File: src/rtl/simple_bus_arb_mem.sv
// Round-robin arbitrated single-port memory shared by N_MASTERS bus masters.
// A grant is held from GRANT through RESP, and the memory contents survive reset.
module simple_bus_arb_mem #(
  parameter int N_MASTERS = 2,
  parameter int AW        = 8,
  parameter int DW        = 8,
  parameter int DEPTH     = 256
) (
  input  logic                   clk,
  input  logic                   rst_n,
  input  logic [N_MASTERS-1:0]   req,
  output logic [N_MASTERS-1:0]   gnt,
  input  logic [N_MASTERS-1:0]   start,
  input  logic [2*N_MASTERS-1:0] mode,
  input  logic [AW*N_MASTERS-1:0] addr,
  input  logic [DW*N_MASTERS-1:0] wdata,
  output logic [DW-1:0]          rdata,
  output logic [N_MASTERS-1:0]   rdy,
  output logic                   err
);

  localparam int PW = (N_MASTERS > 1) ? $clog2(N_MASTERS) : 1;

  typedef enum logic [1:0] {IDLE, GRANT, ACCESS, RESP} state_t;

  state_t        state, state_nxt;
  logic [PW-1:0] winner, winner_nxt, ptr, idx;
  logic          found;
  logic [AW-1:0] addr_q;
  logic [1:0]    mode_q;
  logic [DW-1:0] wdata_q;
  logic          mode_ok, in_range, is_write, is_read;

  logic [DW-1:0] mem [DEPTH];

  assign mode_ok  = (mode_q == 2'b00) || (mode_q == 2'b01);
  assign in_range = (32'(addr_q) < DEPTH);
  assign is_write = in_range && (mode_q == 2'b01);
  assign is_read  = in_range && (mode_q == 2'b00);

  // Round-robin search: first requesting master at or after ptr wins.
  always_comb begin
    // NOTE: every combinational output gets a default first so no latch is inferred.
    winner_nxt = ptr;
    found      = 1'b0;
    idx        = '0;
    for (int k = 0; k < N_MASTERS; k++) begin
      idx = PW'((int'(ptr) + k) % N_MASTERS);
      if (!found && req[idx]) begin
        found      = 1'b1;
        winner_nxt = idx;
      end
    end
  end

  // State register.
  always_ff @(posedge clk or negedge rst_n) begin
    if (!rst_n) begin
      state  <= IDLE;
      winner <= '0;
      ptr    <= '0;
    end else begin
      // NOTE: sequential state always uses non-blocking assignments.
      state <= state_nxt;
      if (state == IDLE && found)
        winner <= winner_nxt;
      if (state == RESP)
        ptr <= PW'((int'(winner) + 1) % N_MASTERS);
    end
  end

  // Next-state logic.
  always_comb begin
    state_nxt = state;
    unique case (state)
      IDLE:    if (found) state_nxt = GRANT;
      GRANT:   if (start[winner])    state_nxt = ACCESS;
               else if (!req[winner]) state_nxt = IDLE;
      ACCESS:  state_nxt = RESP;
      RESP:    state_nxt = IDLE;
      default: state_nxt = IDLE;
    endcase
  end

  // Output logic.
  always_comb begin
    gnt = '0;
    rdy = '0;
    err = 1'b0;
    if (state != IDLE)
      gnt[winner] = 1'b1;
    if (state == RESP) begin
      rdy[winner] = 1'b1;
      err         = !(mode_ok && in_range);
    end
  end

  // Transfer capture and read-data register.
  always_ff @(posedge clk or negedge rst_n) begin
    if (!rst_n) begin
      addr_q  <= '0;
      mode_q  <= '0;
      wdata_q <= '0;
      rdata   <= '0;
    end else begin
      if (state == GRANT && start[winner]) begin
        addr_q  <= addr[int'(winner)*AW +: AW];
        mode_q  <= mode[int'(winner)*2 +: 2];
        wdata_q <= wdata[int'(winner)*DW +: DW];
      end
      if (state == ACCESS && is_read)
        rdata <= mem[addr_q];
    end
  end

  // NOTE: the memory array is deliberately not reset; contents persist across rst_n.
  always_ff @(posedge clk) begin
    if (state == ACCESS && is_write)
      mem[addr_q] <= wdata_q;
  end

endmodule

File: config.mk
export PLATFORM = sky130hd
export DESIGN_NAME = simple_bus_arb_mem
export DESIGN_NICKNAME = d
export VERILOG_FILES = /design/src/rtl/simple_bus_arb_mem.sv
export SDC_FILE = /design/constraint.sdc
export NUM_CORES = 2
export LEC_CHECK = 0
export BUFFER_PORTS_ARGS = -buffer_cell sky130_fd_sc_hd__clkbuf_2
export CORE_UTILIZATION = 41
export DETAILED_ROUTE_END_ITERATION = 10
export SYNTH_ARGS = -nofsm -noshare
export SYNTH_HDL_FRONTEND = slang
export SYNTH_SLANG_ARGS = --single-unit
File: constraint.sdc
create_clock -name clk -period 4.1 [get_ports clk]
set_input_delay 0.615 -clock clk [delete_from_list [all_inputs] [get_ports clk]]
set_output_delay 0.615 -clock clk [all_outputs]
set_load 0.005 [all_outputs]
After elaboration in Yosys (flattened, before gate mapping)
Memories as Yosys holds them, arrays and structs flattened. A register that Yosys moved wholly into a read port is not among the register bits.
Cells that the tools add are included.
{"block": "totals", "ff_bits": 22, "mem_bits_rw": 2048, "input_bits": 42, "output_inout_bits": 13, "wordCells": 58, "memories": 1}
{"block": "op_classes", "add_sub_neg": 2, "n_lt_le_gt_ge": 4, "n_eq_ne": 6, "shift": 3, "mux": 22, "reduce_logical": 14}
{"memory": "mem", "words": 256, "word_bits": 8, "rd": 1, "rd_ports_with_merged_regs": 1, "wr": 1, "line_no": "34", "rtl": "logic [DW-1:0] mem [DEPTH];"}
{"op": "$shiftx 16x5->8", "count": 2}
{"op": "$mux 1", "count": 15}
{"op": "$mux 2", "count": 5}
{"op": "$pmux 2 s4", "count": 1}
{"op": "$logic_and 1x1->1", "count": 6}
{"op": "$lt 1x2->1 const B", "count": 3}
{"op": "$eq 2x1->1 const B", "count": 2}
{"op": "$eq 2x2->1 const B", "count": 2}
{"op": "$logic_not 2->1", "count": 2}
{"op": "$shiftx 4x3->2", "count": 1}
{"op": "$logic_not 1->1", "count": 3}
{"op": "$ne 3x3->1 const B", "count": 1}
{"op": "$add 1x1->1 const B", "count": 2}
{"op": "$ne 2x2->1 const B", "count": 1}
{"op": "$reduce_and 2->1", "count": 1}
{"op": "$reduce_bool 2->1", "count": 1}
{"op": "$demux 1 s1", "count": 1}
{"op": "$ge 1x1->1 const B", "count": 1}
{"op": "$logic_or 1x1->1", "count": 1}

Depth between registers and ports, before layout
{"block": "logic_depth", "ltp_word": 8, "mapped_depth": 14, "ltp_nobuf": 7}

Least setup slack after synthesis
Ideal clock, no wire load.
{"block": "synth_path", "path_kind": "reg-to-reg", "startpoint": "register wdata_q[0]", "endpoint": "memory mem[0][0], data pin", "setup_time_ns": 0.804, "arrival_time_ns": 3.184, "required_time_ns": 3.296, "slack_ns": 0.113, "stages_incl_launch_ff": 1, "n_path_buf": 0, "period_less_slack_ns": 3.987, "cell_sequence": "dfrtp_1"}
{"item": "start: declaration", "line_no": "31", "rtl": "logic [DW-1:0] wdata_q;"}
{"item": "start signal: assignment", "line_no": "109", "rtl": "wdata_q <= wdata[int'(winner)*DW +: DW];"}
{"item": "end: declaration", "line_no": "34"}
Straight into the memory's write port.

==> summary by stage <==
Outcome
The flow ran to the end, and the final reports show no timing, DRC or antenna violations.

Placed design
The estimated wirelength of the detail-placed design is 136 mm. The number of instances in the placed design is 6,620. The number of I/O port buffers is 54.

The post-placement cell area is 86,900 um2. The global placer's final weighted congestion is 0.868. The pre-CTS setup slack is 0.256 ns.

Logic synthesis
After Yosys synthesis, full adders, half adders and majority gates account for 0% of the synthesized area. The number of enable flip-flop cells after synthesis is 2,048. The synthesized-area fraction occupied by ao, oa, aoi and oai cells is 2.14%.

The part of the Yosys area used for sequential elements is 76.9%. After synthesis, the largest area contributor takes up 76.0% of total cell area. The library cell with the largest summed area after synthesis is edfxtp_1. For this run, the leading register cell type out of synthesis is edfxtp_1. Synthesis instantiated 57 different standard cells from the library. After synthesis, the largest family of logic cells by area is multiplexers. The async set-or-reset flop fraction in the synthesized netlist is 1.44%. The count of mapped cells out of synthesis is 3,753. By count the netlist is led by edfxtp_1 (2,048), mux4_2 (530), nor2_1 (305).

The Yosys step of the flow raised 0 warnings. The number of flip-flops and latches in the synthesized netlist is 2,078. The synthesized netlist devotes 0% of its cell area to XOR and XNOR gates. Yosys attributes the largest share of cell area to edfxtp_1 (76%), mux4_2 (15%), mux2i_1 (1.7%). Of the post-synthesis cell area, the part taken by muxes is 16.7%. The average instance in the mapped netlist occupies 21.6 um2.

The synthesized netlist net count is 3,795. The most used standard cell by instance count after synthesis is edfxtp_1. The synthesized netlist devotes 2.60% of its cell area to simple gates.

The area of the mapped netlist is 80,900 um2.

Power
The post-layout total power is 65.9 mW. The power density of the placed cells is 704 nW/um2. The analysis attributes to cell leakage a power of 29.9 nW. IR analysis of the VDD net gives a maximum drop of 0.000685 V.

STA
The slew at the pin closest to its max-slew limit is 1.22 ns. The worst slew slack as a fraction of its limit is 18.9%. The final count of negative-setup-slack endpoints is 0. Setup repair after global routing left no endpoint under its margin. Counting I/O delays and the setup requirement, the final critical path takes 3.82 ns.

The worst path meets setup with 0.284 ns of slack. The number of slew-limit violations in the final report was 0. Summed over all failing endpoints, the final setup total negative slack is 0 ns.

The worst hold slack after final layout is 0.0778 ns. The setup clock skew after layout is 0.0592 ns. The total count of hold-check failures in the final report is 0. Based on the critical path, the design can be clocked at up to 262 MHz. The share of the clock period used by the worst path after layout is 93.1%.

Cells and area
The fill cell instance count of the final layout is 15,900. The net count of the finished layout is 4,252. From synthesis to final layout, the design area changed by 15.7%. Of the cells placed in the final design, the portion with a size suffix greater than 1 is 30.1%. Once layout is complete, the cells apart from fillers number 7,011. The core utilization of the finished layout is 47.9%. The area of all placed cells without fillers is 93,600 um2.

Global routing
The met1 track demand over resource is 30.6%. The number of global-route vias before repair is 40,300. Global routing used 21.5% of the available tracks across all layers. The fraction of met2 tracks used by global routing is 33.6%.

The routing usage on met3 is 4.04%. The first global-routing pass estimated 304 mm of wire. Global routing finished with a remaining overflow of 0.

The maximum number of pins on one net before global-route repair is 142. The number of antenna violations at the first check in global routing was 4. After global routing, the most crowded layer is met2.

Clocking
The largest buffer count on any clock path is 3. The H-tree depth reported by CTS is 4. The clock insertion delay at the later pin of the skew report is 0.86 ns.

The cell chosen for the clock root is clkbuf_16. The number of buffers added for setup after CTS is 0. The clock tree from TritonCTS is built. The clock-pin slew reported for the worst setup and hold paths after clock tree synthesis is 0.06 ns. Counting every sink on the clock net gives 2,078. TritonCTS created 209 clock buffers.

Setup path
STA classifies the critical path endpoint as a flip-flop. The critical path arrival is 4.51 ns. STA classifies the critical path startpoint as a flip-flop. The category of the most critical setup path is flip-flop to flip-flop. The endpoint required time on the critical path is 4.79 ns. Setup slack on the worst reg-to-reg path comes out at 0.28 ns. The largest fanout on the critical path is 20.

Drt
The wire length per cell after detailed routing is 30.4 um. Across all layers, the routed design uses 40,500 vias. The via-per-instance ratio is 5.77.

The number of detailed-routing iterations run before antenna repair is 5. The sum of routed wire length over all layers is 213 mm. The number of remaining DRC errors is 0. In this run the remaining antenna-violating nets after routing total 0. The first routing iteration left 4,830 violations.

Floorplan
The die covers 199,000 um2. Pin placement for this block handled 55 I/O pins. Measured along the x axis, the die boundary spans 446 um. The floorplan step defined a core boundary enclosing 196,000 um2. The effective utilization at floorplan is 41.4%.

The die is 446 um tall. The floorplan row count is 162.

Run
Across the run, the number of max-cap violations was 0.

Min path
The worst min-delay path class is input pin to flip-flop.
## sequential cells by signal (all words and copies together), names as in the netlist, named ones only
signal   count
addr_q       8
mem       2048
mode_q       2
ptr          1
rdata        8
state        1
wdata_q      8
winner       1
## power by group
part | leakage, nW | internal (mW) | switching, mW | total, mW
clock | 3.21 | 10.6 | 8.03 | 18.7
sequential | 18.6 | 26.5 | 1.18 | 27.7
combinational | 8.08 | 7.51 | 12.0 | 19.5
## cell usage in the layout (no fill, tap or decap), types with 19 or more instances in the layout
cell | Yosys | final
a21oi_1 | 48 | 48
a22oi_1 | 50 | 50
buf_12 | 1 | 38
buf_4 | 32 | 382
clkbuf_1 | 80 | 68
clkbuf_16 | 0 | 211
clkbuf_2 | 0 | 54
clkinv_1 | 1 | 49
clkinv_2 | 0 | 21
edfxtp_1 | 2048 | 2048
mux2_2 | 19 | 19
mux2i_1 | 137 | 137
mux4_2 | 530 | 530
nand2_1 | 81 | 81
nand3_1 | 61 | 61
nor2_1 | 305 | 304
o21ai_0 | 23 | 23
## layer usage
layer	wire [um]	share of wire, %
met5	8	0.0038
met1	89000	42
met3	16900	7.9
met4	6750	3.2
met2	101000	47
## path summary, 6_finish.rpt
path | startpoint | endpoint | cells after the start
worst max-delay path | addr_q[0] | rdata[5] | 9
worst min-delay path | wdata[1] | wdata_q[1] | 3
worst max register to register | addr_q[0] | rdata[5] | 9
worst min register to register | ptr | ptr | 1
max in group asynchronous | rst_n | addr_q[0] | 2
min in group asynchronous | rst_n | wdata_q[4] | 2
## cell families after synthesis
family / after synthesis
and+or+nand+nor: 503
AOI/OAI and AO/OA: 246
buffers and inverters: 240
DFF: 2078
muxes: 686
## critical path, stage by stage, from the launching register on
cell     delay (ns)
dfrtp_4        0.79
buf_12         0.25
buf_12         0.19
buf_4          0.29
mux4_2         0.53
mux4_2         0.52
o21ai_0        0.21
mux2i_1        0.09
o21ai_0        0.58
a31oi_1        0.16
## layout make-up
type                       instances  area, um2  share of cell area (%)
clock buffer                     283       5590                    5.97
antenna                            3       7.51                 0.00802
sequential                      2078      62300                    66.5
multi-input combinational       1435      17400                    18.6
clock inverter                   102       1070                    1.14
inverter                           9       33.8                  0.0361
tap                             2624       3280                    3.51
timing repair buffer             477       3930                    4.20
## timing repair
item / CTS / global route
resized for setup: 0 / 0
hold endpoints to repair: 31 / 0
hold buffers: 3 / 0
No activity file was read; power rests on OpenSTA's default activity.
